`config.mk`:
```
export PLATFORM = sky130hd
export DESIGN_NAME = writeback_stage_flat
export DESIGN_NICKNAME = d
export VERILOG_FILES = /design/src/rtl/writeback_stage_if.sv /design/src/rtl/writeback_stage.sv /design/src/flat_wrapper.sv
export SDC_FILE = /design/constraint.sdc
export NUM_CORES = 1
export LEC_CHECK = 0
export CORE_MARGIN = 8
export CORE_UTILIZATION = 48
export CTS_CLUSTER_SIZE = 25
export DETAILED_ROUTE_END_ITERATION = 12
export MAX_ROUTING_LAYER = met4
export PLACE_DENSITY = 0.85
export SLEW_MARGIN = 10
export SYNTH_ARGS = -nofsm -noshare
export SYNTH_HDL_FRONTEND = slang
export SYNTH_SLANG_ARGS = --single-unit
```
`constraint.sdc`:
```
create_clock -name CLK -period 2.53 [get_ports CLK]
set_clock_uncertainty 0.2 [all_clocks]
set_input_delay 0.3795 -clock CLK [delete_from_list [all_inputs] [get_ports CLK]]
set_output_delay 0.3795 -clock CLK [all_outputs]
set_load 0.03 [all_outputs]
```
`src/rtl/writeback_stage_if.sv`:
```
// MEM->WB handshake, data-memory response and register-file write port for writeback_stage.
// Handshake: memValid is the valid and ~wbStall is the ready; a transfer happens on a posedge when both are high and flush is low.
interface writeback_stage_if #(
    parameter int RETIRE_W = 32
);
    logic                flush;
    logic                memValid;
    logic                memRegWrite;
    logic                memToReg;
    logic                memLink;
    logic [2:0]          memLoadType;
    logic [4:0]          memWriteReg;
    logic [31:0]         memAluResult;
    logic [31:0]         memPcPlus8;
    logic [1:0]          memAddrLow;
    logic                dmemRvalid;
    logic [31:0]         dmemRdata;
    logic                RegWrite;
    logic [4:0]          writeReg;
    logic [31:0]         writeData;
    logic                wbStall;
    logic [RETIRE_W-1:0] retiredCount;
    logic                dbgState;

    modport master (
        output flush, memValid, memRegWrite, memToReg, memLink, memLoadType,
               memWriteReg, memAluResult, memPcPlus8, memAddrLow, dmemRvalid, dmemRdata,
        input  RegWrite, writeReg, writeData, wbStall, retiredCount, dbgState
    );

    modport slave (
        input  flush, memValid, memRegWrite, memToReg, memLink, memLoadType,
               memWriteReg, memAluResult, memPcPlus8, memAddrLow, dmemRvalid, dmemRdata,
        output RegWrite, writeReg, writeData, wbStall, retiredCount, dbgState
    );
endinterface

```
`src/rtl/writeback_stage.sv`:
```
// MIPS WB stage: selects ALU/link/extended-load result, waits on late loads, drives the RF write port.
module writeback_stage #(
    parameter int RETIRE_W   = 32,
    parameter bit ZERO_GUARD = 1'b1
) (
    input  logic            CLK,
    input  logic            RSTn,
    writeback_stage_if.slave wb
);
    typedef enum logic {
        IDLE = 1'b0,
        WAIT = 1'b1
    } wbState_t;

    wbState_t              state, stateNext;
    logic [2:0]            pendType;
    logic [4:0]            pendReg;
    logic [1:0]            pendAddr;
    logic                  pendWrite;
    logic                  regWriteQ;
    logic [4:0]            writeRegQ;
    logic [31:0]           writeDataQ;
    logic [RETIRE_W-1:0]   retiredCount;

    logic                  accept;
    logic                  commit;
    logic                  commitWrite;
    logic [4:0]            commitReg;
    logic [31:0]           commitData;
    logic                  captureLoad;

    function automatic logic [31:0] extendLoad(input logic [2:0] loadType,
                                               input logic [1:0] addrLow,
                                               input logic [31:0] rdata);
        logic [7:0]  byteVal;
        logic [15:0] halfVal;
        byteVal = rdata[{addrLow, 3'b000} +: 8];
        // Halves ignore addrLow[0]; misaligned halves silently use the aligned lane.
        halfVal = rdata[{addrLow[1], 4'b0000} +: 16];
        case (loadType)
            3'd1:    extendLoad = {{24{byteVal[7]}}, byteVal};
            3'd2:    extendLoad = {24'd0, byteVal};
            3'd3:    extendLoad = {{16{halfVal[15]}}, halfVal};
            3'd4:    extendLoad = {16'd0, halfVal};
            default: extendLoad = rdata;
        endcase
    endfunction

    assign accept = (state == IDLE) && wb.memValid && !wb.flush;

    always_comb begin
        stateNext   = state;
        commit      = 1'b0;
        commitWrite = 1'b0;
        commitReg   = writeRegQ;
        commitData  = writeDataQ;
        captureLoad = 1'b0;
        case (state)
            IDLE: begin
                if (accept) begin
                    if (!wb.memToReg) begin
                        commit      = 1'b1;
                        commitWrite = wb.memRegWrite;
                        commitReg   = wb.memWriteReg;
                        commitData  = wb.memLink ? wb.memPcPlus8 : wb.memAluResult;
                    end else if (wb.dmemRvalid) begin
                        commit      = 1'b1;
                        commitWrite = wb.memRegWrite;
                        commitReg   = wb.memWriteReg;
                        commitData  = extendLoad(wb.memLoadType, wb.memAddrLow, wb.dmemRdata);
                    end else begin
                        captureLoad = 1'b1;
                        stateNext   = WAIT;
                    end
                end
            end
            WAIT: begin
                // MEM inputs are frozen upstream while stalled, so only the latched load matters.
                if (wb.dmemRvalid) begin
                    commit      = 1'b1;
                    commitWrite = pendWrite;
                    commitReg   = pendReg;
                    commitData  = extendLoad(pendType, pendAddr, wb.dmemRdata);
                    stateNext   = IDLE;
                end
            end
            default: stateNext = IDLE;
        endcase
    end

    always_ff @(posedge CLK or negedge RSTn) begin
        if (!RSTn) begin
            state        <= IDLE;
            pendType     <= 3'd0;
            pendReg      <= 5'd0;
            pendAddr     <= 2'd0;
            pendWrite    <= 1'b0;
            regWriteQ    <= 1'b0;
            writeRegQ    <= 5'd0;
            writeDataQ   <= 32'd0;
            retiredCount <= '0;
        end else begin
            state     <= stateNext;
            regWriteQ <= commit && commitWrite && !(ZERO_GUARD && (commitReg == 5'd0));
            if (captureLoad) begin
                pendType  <= wb.memLoadType;
                pendReg   <= wb.memWriteReg;
                pendAddr  <= wb.memAddrLow;
                pendWrite <= wb.memRegWrite;
            end
            if (commit) begin
                writeRegQ    <= commitReg;
                writeDataQ   <= commitData;
                retiredCount <= retiredCount + RETIRE_W'(1);
            end
        end
    end

    assign wb.RegWrite     = regWriteQ;
    assign wb.writeReg     = writeRegQ;
    assign wb.writeData    = writeDataQ;
    assign wb.wbStall      = (state == WAIT);
    assign wb.retiredCount = retiredCount;
    assign wb.dbgState     = state;
endmodule

```
`src/flat_wrapper.sv`:
```
// flat-port wrapper written by rule: the top's interface ports become plain ports
module writeback_stage_flat 
#(
    parameter int RETIRE_W   = 32,
    parameter bit ZERO_GUARD = 1'b1
)
  (CLK, RSTn, wb_flush, wb_memValid, wb_memRegWrite, wb_memToReg, wb_memLink, wb_memLoadType, wb_memWriteReg, wb_memAluResult, wb_memPcPlus8, wb_memAddrLow, wb_dmemRvalid, wb_dmemRdata, wb_RegWrite, wb_writeReg, wb_writeData, wb_wbStall, wb_retiredCount, wb_dbgState);
  writeback_stage_if #(.RETIRE_W(RETIRE_W)) wb_i ();
  input  logic CLK;
  input  logic RSTn;
  input wire logic [$bits(wb_i.flush)-1:0] wb_flush;
  input wire logic [$bits(wb_i.memValid)-1:0] wb_memValid;
  input wire logic [$bits(wb_i.memRegWrite)-1:0] wb_memRegWrite;
  input wire logic [$bits(wb_i.memToReg)-1:0] wb_memToReg;
  input wire logic [$bits(wb_i.memLink)-1:0] wb_memLink;
  input wire logic [$bits(wb_i.memLoadType)-1:0] wb_memLoadType;
  input wire logic [$bits(wb_i.memWriteReg)-1:0] wb_memWriteReg;
  input wire logic [$bits(wb_i.memAluResult)-1:0] wb_memAluResult;
  input wire logic [$bits(wb_i.memPcPlus8)-1:0] wb_memPcPlus8;
  input wire logic [$bits(wb_i.memAddrLow)-1:0] wb_memAddrLow;
  input wire logic [$bits(wb_i.dmemRvalid)-1:0] wb_dmemRvalid;
  input wire logic [$bits(wb_i.dmemRdata)-1:0] wb_dmemRdata;
  output wire logic [$bits(wb_i.RegWrite)-1:0] wb_RegWrite;
  output wire logic [$bits(wb_i.writeReg)-1:0] wb_writeReg;
  output wire logic [$bits(wb_i.writeData)-1:0] wb_writeData;
  output wire logic [$bits(wb_i.wbStall)-1:0] wb_wbStall;
  output wire logic [$bits(wb_i.retiredCount)-1:0] wb_retiredCount;
  output wire logic [$bits(wb_i.dbgState)-1:0] wb_dbgState;
  assign wb_i.flush = wb_flush;
  assign wb_i.memValid = wb_memValid;
  assign wb_i.memRegWrite = wb_memRegWrite;
  assign wb_i.memToReg = wb_memToReg;
  assign wb_i.memLink = wb_memLink;
  assign wb_i.memLoadType = wb_memLoadType;
  assign wb_i.memWriteReg = wb_memWriteReg;
  assign wb_i.memAluResult = wb_memAluResult;
  assign wb_i.memPcPlus8 = wb_memPcPlus8;
  assign wb_i.memAddrLow = wb_memAddrLow;
  assign wb_i.dmemRvalid = wb_dmemRvalid;
  assign wb_i.dmemRdata = wb_dmemRdata;
  assign wb_RegWrite = wb_i.RegWrite;
  assign wb_writeReg = wb_i.writeReg;
  assign wb_writeData = wb_i.writeData;
  assign wb_wbStall = wb_i.wbStall;
  assign wb_retiredCount = wb_i.retiredCount;
  assign wb_dbgState = wb_i.dbgState;
  writeback_stage #(.RETIRE_W(RETIRE_W), .ZERO_GUARD(ZERO_GUARD)) u_core (.CLK(CLK), .RSTn(RSTn), .wb(wb_i));
endmodule
```
After elaboration in Yosys (flattened, before gate mapping). Cells that the tools add are included. Widths: inputs -> output; s select.

Bits in registers: 82. Logic and storage cells: 61.

$add $sub $neg: 1. Equal/unequal tests: 11. Shift-type cells: 4. Muxes and demuxes: 27. Bitwise logic cells: 1. Reductions and logical operators: 8.

Operators with widths (number): $pmux 32 s4 (2); $mux 32 (5); $pmux 32 s2 (1); $shiftx 32x6->16 (2); $shiftx 32x6->8 (2); $add 32x1->32 const B (1); $mux 5 (4); $eq 3x2->1 const B (4); $mux 1 (11); $pmux 5 s2 (1); $eq 3x1->1 const B (2); $eq 3x3->1 const B (2); $pmux 1 s2 (3); $logic_not 5->1 (1); $logic_and 1x1->1 (4); $reduce_and 4->1 (1); $ne 3x3->1 const B (1); $logic_not 1->1 (2); $ne 2x1->1 const B (1); $ne 2x2->1 const B (1); $not 1->1 (1).

Logic depth before layout (Yosys ltp). Gate-level depths: netlist of run 1.

Word-level depth: 8. Gate-level depth with buffers: 8. Gate-level depth less buffers: 5.

Worst setup path after synthesis of run 1. OpenSTA, ideal clock, no wires.

Path type: register to register. Start point: register u_core.state (netlist: u_core.wb.dbgState). End point: register u_core.writeDataQ[2] (netlist: u_core.wb.writeData[2]). Data arrival time: 1.789 ns. Data required time: 2.208 ns. Path slack: 0.419 ns. Stages on the path, launching flop included: 7. Buffers on the path: 1. Cells stage by stage: dfrtp_1 > buf_6 > or2_1 > a2bb2oi_2 > o211ai_1 > a311o_1 > a32o_1.

Longest elaborated chain between the ends: 6. Elaborated cells on any way between the ends: 10. Classes of those cells: eq/ne: 3; mux: 3; bitwise: 1; reduce/logical: 3.

Ends and longest elaborated chain: from (decl) (RTL line writeback_stage.sv:15) `wbState_t state, stateNext;`; from (signal assigned) (RTL line writeback_stage.sv:103) `state <= stateNext;`; $not 1->1; $logic_and 1x1->1 (2 in a row) (RTL line writeback_stage.sv:49) `assign accept = (state == IDLE) && wb.memValid && !wb.flush;`; $mux 1 (RTL line writeback_stage.sv:60) `if (accept) begin`; $pmux 1 s2 (RTL line writeback_stage.sv:58) `case (state)`; $reduce_and 4->1 (no line); to (signal assigned) (RTL line writeback_stage.sv:113) `writeDataQ <= commitData;`; to (decl) (RTL line writeback_stage.sv:22) `logic [31:0] writeDataQ;`.

Parallel ways exist; a longest one is shown, timed or not. A chain may end at the register's enable or synchronous reset.

Worst setup path after layout of run 1.
Start point: input port wb_dmemRdata[31]. End point: register u_core.writeDataQ[29] (netlist: u_core.wb.writeData[29]).

Longest elaborated chain between the ends: 6. Elaborated cells on any way between the ends: 11. Classes of those cells: shift: 4; mux: 7.

Ends and longest elaborated chain: from (decl) (RTL line flat_wrapper.sv:22) `input wire logic [$bits(wb_i.dmemRdata)-1:0] wb_dmemRdata;`; $shiftx 32x6->16 / $shiftx 32x6->8 (equally long branches) (RTL line writeback_stage.sv:39, writeback_stage.sv:37); $pmux 32 s4 (RTL line writeback_stage.sv:40) `case (loadType)`; $mux 32 (RTL line writeback_stage.sv:66) `end else if (wb.dmemRvalid) begin`; $mux 32 (RTL line writeback_stage.sv:61) `if (!wb.memToReg) begin`; $mux 32 (RTL line writeback_stage.sv:60); $pmux 32 s2 (*) (RTL line writeback_stage.sv:58).

Mark *: on every way between the ends. The rest lies on a longest branch, timed or not. The select of a mux whose other input is x is not followed.

==> metrics.log, run 1 <==
INFO  metric timing.slew.headroom = 58.34%
INFO  metric syn-mean-instance-area = 8.844 sq um
INFO  metric avgViaCountPerCell = 6.245
INFO  metric yosys_most_used_dff = sky130_fd_sc_hd__dfrtp_1
INFO  metric fin_crit_sh = 96.00%
INFO  metric cp-start-kind = input pin
INFO  metric cts.clk_slew.worst_paths = 0.07 ns
INFO  metric final_nets = 1,052
INFO  metric i_o_pin_count = 186
INFO  metric global_route.usage.met3 = 6.785%
INFO  metric initial_core_util = 48.68%
INFO  metric postSynthCellCount = 689
INFO  metric grt_setup_unrepaired = false
INFO  metric nFillCells = 982
INFO  metric syn_area = 6093 sq um
INFO  metric use_met1 = 38.69%
INFO  metric clock-sinks = 82
INFO  metric synthesis.yosys.warnings = 0
INFO  metric grt_remaining_overflow = 0
INFO  metric clock-root-buffer = sky130_fd_sc_hd__clkbuf_16
INFO  metric die_x = 128.7 um
INFO  metric first_global_vias = 6,960
INFO  metric place_worst_setup_slack = -0.2370 ns
INFO  metric max_stage_delay = 0.57 ns
INFO  metric htree_num_levels = 3
INFO  metric critical_path_class = input pin to flip-flop
INFO  metric ant_nets = 0
INFO  metric postSynthRegisterBits = 82
INFO  metric antenna-diode-count = 0
INFO  metric fmaxAchievable = 411.7 MHz
INFO  metric utilization = 72.20%
INFO  metric vias = 6,957
INFO  metric worstHoldPathType = flip-flop to flip-flop
INFO  metric grt_pass1_wl = 39,880 um
INFO  metric crit_slowest_cell = sky130_fd_sc_hd__clkdlybuf4s50_1
INFO  metric report.power.total = 5.916 mW
INFO  metric design.core.area = 12,520 sq um
INFO  metric tns = 0 ns
INFO  metric largest_net_degree_at_the_start_of_global_routing = 50
INFO  metric worst_ep_arrival_time = 2.46 ns
INFO  metric post-synth-top-area-cell = sky130_fd_sc_hd__dfrtp_1
INFO  metric post_route_cells_drive_above_1_share = 18.90%
INFO  metric timing.critical_path.to_type = flip-flop
INFO  metric route.final.wire_length = 26,140 um
INFO  metric drt_first_pass_iters = 7
INFO  metric synth_seq_area_share = 33.68%
INFO  metric floorplan.die.height = 128.7 um
INFO  metric post_synth_num_cell_types = 76
INFO  metric setup_viol = 0
INFO  metric seqCellArea = 2053 sq um
INFO  metric post-dp-hpwl = 20,690 um
INFO  metric globalRoute.busiestLayer = met2
INFO  metric post_drt_wl_per_cell = 23.46 um
INFO  metric max_cap_violation_count = 0
INFO  metric synth-edff-count = 0
INFO  metric max_buffers_root_to_sink = 2
INFO  metric postLayoutSetupSlackWorst = 0.1011 ns
INFO  metric yosys-top-cells-count = sky130_fd_sc_hd__dfrtp_1 (82), sky130_fd_sc_hd__nand2_1 (79), sky130_fd_sc_hd__a21oi_1 (61), sky130_fd_sc_hd__a211oi_1 (33), sky130_fd_sc_hd__buf_2 (32)
INFO  metric final_max_slew_viol_count = 0
INFO  metric period_minus_slack = 2.429 ns
INFO  metric synthMostInstantiatedCell = sky130_fd_sc_hd__dfrtp_1
INFO  metric multiInputGateArea = 3686 sq um
INFO  metric synthArstFlopShare = 100.0%
INFO  metric worst_skew_pair.late_latency = 0.36 ns
INFO  metric drt_iter0_drc = 679
INFO  metric path_max_fanout = 16
INFO  metric required = 2.56 ns
INFO  metric flow.area_growth_from_synthesis = 48.32%
INFO  metric track_usage = 32.04%
INFO  metric result_of_the_run = finished, final reports clean
INFO  metric grt.met2_usage = 51.79%
INFO  metric globalplace.congestion = 0.9437
INFO  metric netlist_top_cells_area = sky130_fd_sc_hd__dfrtp_1 (34%), sky130_fd_sc_hd__a21oi_1 (5.0%), sky130_fd_sc_hd__nand2_1 (4.9%)
INFO  metric floorplan.die_area = 16,560 sq um
INFO  metric tightest_slew = 0.6249 ns
INFO  metric final_hold_viol_count = 0
INFO  metric p_leak = 3.765 nW
INFO  metric drc = 0
INFO  metric cts_tree = done
INFO  metric share_of_yosys_cell_area_claimed_by_the_top_area_cell_type = 33.68%
INFO  metric pwr_density_cell = 654.6 nW/um^2
INFO  metric timing.hold.ws = 0.2851 ns
INFO  metric numPortBuffers = 185
INFO  metric power.ir.vdd_worst = 467.0 uV
INFO  metric rows = 41
INFO  metric tritoncts.num_buffers = 9
INFO  metric synthesis.nets = 804
INFO  metric antenna_violations_before_repair = 0
INFO  metric worstPathCellList = clkdlybuf4s50_1 > mux4_2 > buf_4 > a21boi_2 > o31ai_4 > buf_12 > a21oi_1 > o41ai_2
==> cell usage in the layout (no fill, tap or decap), drive strengths merged, types with 5 or more instances in the layout <==
cell	instances
clkdlybuf4s50	183
buf	113
dfrtp	82
nand2	79
a21oi	61
a211oi	33
nor2b	30
nor2	28
o21ai	23
xnor2	21
mux2i	20
inv	19
nand3	18
o41ai	18
nor3	15
mux2	14
xor2	13
a31oi	12
o22ai	12
o211ai	11
o21a	10
and3	10
nand4	10
clkbuf	9
a221o	8
a22oi	8
o31ai	8
a221oi	7
o221ai	7
a32oi	5
==> metrics by stage <==
step	instance area [sq um]	cells
floorplan	6093	689
global placement	8701	1096
detailed placement	8701	1096
CTS	9010	1113
global route	9037	1114
finish	9037	1114
==> cell type report <==
cell class / count / share of cell area [%]
tap: 172 / 2.381
multi-input combinational: 531 / 40.79
inverter: 16 / 0.6645
clock inverter: 7 / 0.8030
sequential: 82 / 22.72
timing repair buffer: 297 / 30.15
clock buffer: 9 / 2.492
==> flip-flops by register name, indices dropped and copies added (netlist names) <==
name / cells
u_core.pendAddr: 2
u_core.pendReg: 5
u_core.pendType: 3
u_core.pendWrite: 1
u_core.wb.RegWrite: 1
u_core.wb.dbgState: 1
u_core.wb.retiredCount: 32
u_core.wb.writeData: 32
u_core.wb.writeReg: 5
==> power breakdown <==
| part | leakage (nW) | switching [mW] | internal, mW | total (mW) |
|---|---|---|---|---|
| Combinational | 2.59 | 1.52 | 1.23 | 2.75 |
| Sequential | 1.04 | 0.258 | 1.56 | 1.81 |
| Clock | 0.136 | 0.654 | 0.695 | 1.35 |
==> kinds of logic after synthesis <==
kind of cell	share of synthesized area, %
flops	33.68
mux	6.673
buf+inv	5.955
simple gates	17.41
xor+xnor	4.887
compound gates	31.03
fa+ha+maj	0.3696
==> metal layers <==
metal | part of all wire [%] | vias to the layer above | routed length (um)
li1 | - | 3101 | -
met1 | 40 | 3402 | 10480
met2 | 49 | 393 | 12700
met3 | 8.6 | 61 | 2246
met4 | 2.7 | 0 | 701
met5 | 0 | - | 0
==> worst max-delay path: cells and delay by family <==
family | cells | cell delay [ns]
AO/OA/AOI/OAI | 4 | 0.61
multiplexers | 1 | 0.57
buffers and inverters | 3 | 0.89
==> path summary, 6_finish.rpt <==
kind / from / end / slack, ns / depth (start not counted)
max in group asynchronous: RSTn / u_core.pendReg[4] / 1.15 / 3
worst min-delay path: u_core.wb.writeData[25] / u_core.wb.writeData[25] / 0.29 / 2
min in group asynchronous: RSTn / u_core.wb.retiredCount[18] / 0.34 / 2
worst max-delay path: wb_dmemRdata[31] / u_core.wb.writeData[29] / 0.10 / 8
worst min register to register: u_core.wb.writeData[25] / u_core.wb.writeData[25] / 0.29 / 2
worst max register to register: u_core.pendType[2] / u_core.wb.writeData[31] / 0.18 / 7
==> repair_timing <==
| item | CTS | global route |
|---|---|---|
| hold endpoints to repair | 33 | 0 |
| pin swaps | 0 | 1 |
| gates resized for setup | 1 | 1 |
| buffers inserted | 0 | 1 |
| hold buffers | 1 | 0 |
| setup endpoints to repair | 2 | 6 |
Note: power is estimated with default switching activity, not from simulation.
==> inputs of run 2 (changes only) <==
--- a/config.mk
+++ b/config.mk
@@ -10,7 +10,8 @@
 export CTS_CLUSTER_SIZE = 25
 export DETAILED_ROUTE_END_ITERATION = 12
 export MAX_ROUTING_LAYER = met4
-export PLACE_DENSITY = 0.85
+export PLACE_DENSITY = 0.82
+export SKIP_LAST_GASP = 1
 export SLEW_MARGIN = 10
 export SYNTH_ARGS = -nofsm -noshare
 export SYNTH_HDL_FRONTEND = slang
==> run 2 against run 1 <==
Net effect: global-route usage shrank 0.24 points; maximum frequency shrank 0.18%; utilization shrank 0.81 points; highest routed layer unchanged; first-iteration DRC count grew 12%; worst setup slack lost 0.0043 ns; routed wire length shrank 1.4%; largest cell class unchanged; largest power group unchanged; critical path depth shrank 2; combinational power shrank 1%; design area shrank 1.1%; die area is the same; sequential power is essentially flat; critical endpoint is now u_core.wb.writeData[14]; worst hold slack gained 0.0040 ns.
==> metrics.log, run 2 (synthesized netlist as in run 1, its figures left out) <==
INFO  metric result_of_the_run = finished, final reports clean
INFO  metric finalNonFillerCells = 1,095 (-1.7%)
INFO  metric post-dp-hpwl = 20,360 um (-1.6%)
INFO  metric worst_skew_pair.late_latency = 0.36 ns (about the same)
INFO  metric design.core.area = 12,520 sq um (unchanged)
INFO  metric nFillCells = 975 (-0.71%)
INFO  metric worst_ep_arrival_time = 2.47 ns (about the same)
INFO  metric place_worst_setup_slack = -0.1594 ns (+0.07754 ns)
INFO  metric timing.critical_path.from = u_core.pendAddr[1]
INFO  metric post_route_cells_drive_above_1_share = 17.12% (-1.8 points)
INFO  metric max_cap_violation_count = 0 (unchanged)
INFO  metric floorplan.die_area = 16,560 sq um (unchanged)
INFO  metric clock-root-buffer = sky130_fd_sc_hd__clkbuf_16
INFO  metric first_global_vias = 6,914 (-0.66%)
INFO  metric p_int = 3.444 mW (-1.0%)
INFO  metric rows = 41 (unchanged)
INFO  metric track_usage = 31.80% (-0.24 points)
INFO  metric path_max_fanout = 7 (-9)
INFO  metric critical_path_class = flip-flop to flip-flop
INFO  metric timing.slew.headroom = 58.81% (+0.47 points)
INFO  metric postLayoutSetupSlackWorst = 0.09685 ns (-0.004293 ns)
INFO  metric layout.cell_area.non_filler = 8936 sq um (-1.1%)
INFO  metric min-delay-start = u_core.wb.writeData[17]
INFO  metric timing.critical_path.to_type = flip-flop
INFO  metric route.final.wire_length = 25,770 um (-1.4%)
INFO  metric drt_iter0_drc = 758 (+12%)
INFO  metric vias = 6,958 (+0.014%)
INFO  metric pwr_density_cell = 657.8 nW/um^2 (+0.49%)
INFO  metric final_nets = 1,033 (-1.8%)
INFO  metric worst-r2r-cell-count = 6 (-1)
INFO  metric post_cts_resize_count = 0 (-1)
INFO  metric clockPowerShare = 23.0% (+0.2 points)
INFO  metric fin_crit_sh = 96.17% (+0.17 points)
INFO  metric flow.area_growth_from_synthesis = 46.65%
INFO  metric mostFrequentLayoutCells = sky130_fd_sc_hd__clkdlybuf4s50_1 (183), sky130_fd_sc_hd__buf_4 (86), sky130_fd_sc_hd__dfrtp_1 (82)
INFO  metric tightest_slew = 0.6102 ns (-0.01473 ns)
INFO  metric use_met1 = 38.32% (-0.37 points)
INFO  metric global_route.usage.met3 = 6.496% (-0.29 points)
INFO  metric grt_pass1_wl = 39,390 um (-1.2%)
INFO  metric fmaxAchievable = 411.0 MHz (-0.18%)
INFO  metric avgViaCountPerCell = 6.354 (+1.7%)
INFO  metric utilization = 71.39% (-0.81 points)
INFO  metric post_drt_wl_per_cell = 23.53 um (+0.31%)
INFO  metric swShare = 41.41% (+0.23 points)
INFO  metric switchingPower = 2.434 mW (about the same)
INFO  metric drt_first_pass_iters = 6 (-1)
INFO  metric cp-start-kind = flip-flop
INFO  metric i_o_pin_count = 186 (unchanged)
INFO  metric floorplan.die.height = 128.7 um (unchanged)
INFO  metric most_common_library_cell_in_the_layout_ignoring_fill_and_taps = sky130_fd_sc_hd__clkdlybuf4s50_1
INFO  metric setup_viol = 0 (unchanged)
INFO  metric power.ir.vdd_worst = 363.0 uV (-22%)
INFO  metric globalRoute.busiestLayer = met2
INFO  metric sequentialPowerShare = 30.9% (+0.2 points)
INFO  metric max_buffers_root_to_sink = 2 (unchanged)
INFO  metric die_x = 128.7 um (unchanged)
INFO  metric drc = 0 (unchanged)
INFO  metric ant_nets = 0 (unchanged)
INFO  metric antenna-diode-count = 0 (unchanged)
INFO  metric numPortBuffers = 185 (unchanged)
INFO  metric worstReg2RegEnd = u_core.wb.writeData[14]
INFO  metric final_max_slew_viol_count = 0 (unchanged)
INFO  metric last_element_of_the_critical_path = u_core.wb.writeData[14]
INFO  metric required = 2.57 ns (about the same)
INFO  metric combinationalPowerShare = 46.1% (-0.4 points)
INFO  metric initial_core_util = 48.68% (unchanged)
INFO  metric worstHoldPathType = flip-flop to flip-flop
INFO  metric grt.met2_usage = 50.46% (-1.3 points)
INFO  metric globalplace.congestion = 1.006 (+6.6%)
INFO  metric period_minus_slack = 2.433 ns (+0.004293 ns)
INFO  metric critical_path.reg2reg.startpoint = u_core.pendAddr[1]
INFO  metric cts.clk_slew.worst_paths = 0.07 ns (about the same)
INFO  metric cts_tree = done
INFO  metric placedCellCount = 1,077 (-1.7%)
INFO  metric ff2ff_setup_slack = 0.1 ns (-0.08 ns)
INFO  metric final_hold_viol_count = 0 (unchanged)
INFO  metric htree_num_levels = 3 (unchanged)
INFO  metric antenna_violations_before_repair = 0 (unchanged)
INFO  metric tritoncts.num_buffers = 9 (unchanged)
INFO  metric grt_remaining_overflow = 0 (unchanged)
INFO  metric clock-sinks = 82 (unchanged)
INFO  metric largest_net_degree_at_the_start_of_global_routing = 46 (-8.0%)
INFO  metric p_leak = 3.693 nW (-1.9%)
INFO  metric post_dp_cell_area = 8608 sq um (-1.1%)
INFO  metric grt_setup_unrepaired = false
==> run 2: changes by cell type in the layout (fill, tap and decap cells not counted), sizes merged <==
cell,delta
buf,-19
==> run 2: worst min-delay path by stage <==
stage,endpoint,slack [ns],cells after the start
after floorplan,u_core.pendAddr[0],-0.12,0
after global placement,u_core.wb.writeData[1],0.19,1
final,u_core.wb.writeData[17],0.29,2
after detailed placement,u_core.wb.writeData[1],0.19,1
after global routing,u_core.wb.retiredCount[31],0.30,1
after CTS,u_core.wb.retiredCount[31],0.29,1
==> run 2: cell type report <==
class	count	area [sq um]	share of cell area, %
inverter	16	60.06	0.6721
tap	172	215.2	2.408
multi-input combinational	531	3679	41.16
clock buffer	9	225.2	2.520
timing repair buffer	278	2633	29.46
sequential	82	2052	22.96
clock inverter	7	72.57	0.8121
==> run 2: per-stage QoR <==
stage | hold WS, ns | power [mW] | TNS, ns
6_report | 0.2892 | 5.878 | 0
5_1_grt | 0.2961 | 6.096 | 0
4_1_cts | 0.2887 | 5.842 | 0
3_5_place_dp | 0.1947 | 4.498 | -2.051
3_3_place_gp | 0.1908 | 4.446 | -0.3150
2_1_floorplan | -0.1161 | 3.251 | 0
==> run 2: power groups by stage <==
stage / combinational [mW] / clock (mW) / sequential (mW)
after CTS: 2.68 / 1.35 / 1.81
after detailed placement: 2.67 / 0 / 1.83
final: 2.71 / 1.35 / 1.81
after global placement: 2.63 / 0 / 1.82
after floorplan: 1.09 / 0 / 2.16
after global routing: 2.85 / 1.40 / 1.84
==> run 2: timing repair <==
item                       in CTS  in global routing
setup endpoints to repair       0                 12
hold buffers                    1                  0
buffers inserted                0                  1
hold endpoints to repair       37                  0
==> run 2: worst max-delay path: stages, from the launching register on <==
cell and delay [ns]:
sky130_fd_sc_hd__dfrtp_1 0.58, sky130_fd_sc_hd__mux4_2 0.60, sky130_fd_sc_hd__nand2_1 0.11, sky130_fd_sc_hd__nand2_1 0.15, sky130_fd_sc_hd__a311oi_1 0.41, sky130_fd_sc_hd__buf_4 0.19
sky130_fd_sc_hd__o41ai_1 0.06
==> run 2: metal layers <==
metal  wire, um  vias to the layer above
met2      12210                      437
met4        964                        0
li1           -                     3074
met5          0                        -
met1      10090                     3366
met3       2509                       81
==> inputs of run 3 (changes only) <==
--- a/config.mk
+++ b/config.mk
@@ -5,6 +5,7 @@
 export SDC_FILE = /design/constraint.sdc
 export NUM_CORES = 1
 export LEC_CHECK = 0
+export CORE_ASPECT_RATIO = 0.5
 export CORE_MARGIN = 8
 export CORE_UTILIZATION = 48
 export CTS_CLUSTER_SIZE = 25
==> run 3 against run 2 <==
Net effect: routed wire length shrank 4.7%; worst setup slack worse by 0.014 ns; worst hold slack worse by 0.0091 ns; die area is 1.3% higher; utilization down 0.92 points; non-clock buffer count is 14 lower; critical path type is now input pin to flip-flop; critical endpoint unchanged; largest cell class unchanged.
==> metrics.log, run 3 (synthesized netlist as in run 1, its figures left out) <==
INFO  metric design.core.area = 12,520 sq um (about the same)
INFO  metric fmaxAchievable = 408.6 MHz (-0.58%)
INFO  metric pwr_density_cell = 654.4 nW/um^2 (-0.52%)
INFO  metric clock-sinks = 82 (unchanged)
INFO  metric post_route_cells_drive_above_1_share = 15.84% (-1.3 points)
INFO  metric max_cap_violation_count = 0 (unchanged)
INFO  metric period_minus_slack = 2.447 ns (+0.01429 ns)
INFO  metric placedCellCount = 1,062 (-1.4%)
INFO  metric floorplan.die.height = 95.67 um (-26%)
INFO  metric tritoncts.num_buffers = 9 (unchanged)
INFO  metric globalplace.congestion = 0.9440 (-6.1%)
INFO  metric grt_pass1_wl = 37,540 um (-4.7%)
INFO  metric avgViaCountPerCell = 6.247 (-1.7%)
INFO  metric worst_ep_arrival_time = 2.45 ns (-0.02 ns)
INFO  metric drt_first_pass_iters = 8 (+2)
INFO  metric antenna_violations_before_repair = 0 (unchanged)
INFO  metric report.power.total = 5.773 mW (-1.8%)
INFO  metric use_met1 = 37.30% (-1.0 points)
INFO  metric initial_core_util = 48.68% (about the same)
INFO  metric p_leak = 3.623 nW (-1.9%)
INFO  metric first_global_vias = 6,627 (-4.2%)
INFO  metric setup_viol = 0 (unchanged)
INFO  metric rows = 29 (-29%)
INFO  metric antenna-diode-count = 0 (unchanged)
INFO  metric drc = 0 (unchanged)
INFO  metric grt.met2_usage = 47.53% (-2.9 points)
INFO  metric worstHoldPathType = flip-flop to flip-flop
INFO  metric drt_iter0_drc = 825 (+8.8%)
INFO  metric critPathTopFamily = compound AO/OA/AOI/OAI gates
INFO  metric htree_num_levels = 3 (unchanged)
INFO  metric final_nets = 1,019 (-1.4%)
INFO  metric cts_tree = done
INFO  metric vias = 6,740 (-3.1%)
INFO  metric numPortBuffers = 185 (unchanged)
INFO  metric timing.slew.headroom = 43.95% (-15 points)
INFO  metric flow.area_growth_from_synthesis = 44.78%
INFO  metric cp.buffers_inverters = 2 (+1)
INFO  metric die_x = 175.3 um (+36%)
INFO  metric tightest_slew = 0.8393 ns (+0.2292 ns)
INFO  metric timing.critical_path.to_type = flip-flop
INFO  metric i_o_pin_count = 186 (unchanged)
INFO  metric result_of_the_run = finished, final reports clean
INFO  metric critical_path_class = input pin to flip-flop
INFO  metric cts.clk_slew.worst_paths = 0.06 ns (about the same)
INFO  metric grt_setup_unrepaired = false
INFO  metric post-dp-hpwl = 19,160 um (-5.9%)
INFO  metric max_buffers_root_to_sink = 2 (unchanged)
INFO  metric clock-root-buffer = sky130_fd_sc_hd__clkbuf_16
INFO  metric path_max_fanout = 7 (unchanged)
INFO  metric tns = 0 ns (unchanged)
INFO  metric post_drt_wl_per_cell = 22.76 um (-3.3%)
INFO  metric post-cts-setup-buffer-count = 0 (unchanged)
INFO  metric ant_nets = 0 (unchanged)
INFO  metric mostFrequentLayoutCells = sky130_fd_sc_hd__clkdlybuf4s50_1 (183), sky130_fd_sc_hd__dfrtp_1 (81), sky130_fd_sc_hd__nand2_1 (79)
INFO  metric largest_net_degree_at_the_start_of_global_routing = 42 (-8.7%)
INFO  metric max_stage_delay = 0.73 ns (+0.13 ns)
INFO  metric cp-start-kind = input pin
INFO  metric worst_skew_pair.late_latency = 0.35 ns (about the same)
INFO  metric fin_crit_sh = 96.74% (+0.56 points)
INFO  metric grt_remaining_overflow = 0 (unchanged)
INFO  metric globalRoute.busiestLayer = met2
INFO  metric floorplan.die_area = 16,770 sq um (+1.3%)
INFO  metric crit_slowest_cell = sky130_fd_sc_hd__o311ai_2
INFO  metric finalNonFillerCells = 1,079 (-1.5%)
INFO  metric most_common_library_cell_in_the_layout_ignoring_fill_and_taps = sky130_fd_sc_hd__clkdlybuf4s50_1
INFO  metric required = 2.53 ns (-0.04 ns)
INFO  metric power.ir.vdd_worst = 375.7 uV (+3.5%)
INFO  metric track_usage = 29.47% (-2.3 points)
INFO  metric route.final.wire_length = 24,550 um (-4.7%)
INFO  metric final_hold_viol_count = 0 (unchanged)
INFO  metric final_max_slew_viol_count = 0 (unchanged)
INFO  metric global_route.usage.met3 = 6.719% (+0.22 points)
INFO  metric worstPathCellList = clkdlybuf4s50_1 > buf_4 > o311ai_2 > a211oi_1 > o41ai_1
==> run 3: cell count changes in the layout (fill, tap and decap cells not counted), sizes merged <==
cell	change
buf	-14
clkbuf	+1
clkinvlp	-1
==> run 3: through the flow <==
stage / hold slack, ns / setup WS, ns / utilization, % / instance area, sq um
floorplan: -0.1161 / 0.4193 / - / 6093
global placement: 0.2234 / -0.02816 / 68.17 / 8533
detailed placement: 0.2220 / -0.1182 / 68.17 / 8533
CTS: 0.2812 / 0.03730 / 70.46 / 8821
global route: 0.3016 / 0.02948 / 70.47 / 8822
finish: 0.2801 / 0.08256 / 70.47 / 8822
==> run 3: path summary, 6_finish.rpt <==
| check | start | end | slack, ns | cells after the start |
|---|---|---|---|---|
| setup / recovery | wb_memLoadType[0] | u_core.wb.writeData[14] | 0.08 | 5 |
| hold / removal | u_core.wb.writeData[31] | u_core.wb.writeData[31] | 0.28 | 2 |
| setup reg to reg | u_core.pendType[1] | u_core.wb.writeData[14] | 0.10 | 5 |
| hold reg to reg | u_core.wb.writeData[31] | u_core.wb.writeData[31] | 0.28 | 2 |
| max in group asynchronous | RSTn | u_core.wb.dbgState | 1.07 | 3 |
| min in group asynchronous | RSTn | u_core.pendType[1] | 0.37 | 2 |
==> run 3: layout make-up <==
class | count | area [sq um]
multi-input combinational | 531 | 3679
fill | 1001 | 3696
clock buffer | 10 | 229.0
inverter | 16 | 60.06
tap | 170 | 212.7
clock inverter | 6 | 48.80
sequential | 82 | 2053
timing repair buffer | 264 | 2540
==> run 3: worst min-delay path: cells and delay by family, from the launching register on <==
kind,cells,cell delay [ns]
flip-flops,1,0.34
AND/OR/NAND/NOR,1,0.05
AO/OA/AOI/OAI,1,0.05
==> run 3: what timing repair did <==
item / 4_1_cts / 5_1_grt
gates resized for setup: 0 / 1
hold buffers: 1 / 0
endpoints found under the setup margin: 0 / 2
endpoints found under the hold margin: 39 / 0
==> run 3: power breakdown <==
part           leakage [nW]  switching, mW  total, mW  internal, mW
registers              1.04          0.242       1.80          1.56
clock network         0.131          0.614       1.29         0.680
logic                  2.45           1.53       2.68          1.16
total                  3.62           2.38       5.77          3.39
==> run 3: per-layer routing <==
| metal | vias to the layer above | share of wire (%) |
|---|---|---|
| met1 | 3276 | 41 |
| li1 | 3044 | - |
| met2 | 383 | 48 |
| met5 | - | 0 |
| met3 | 37 | 9.2 |
| met4 | 0 | 1.6 |
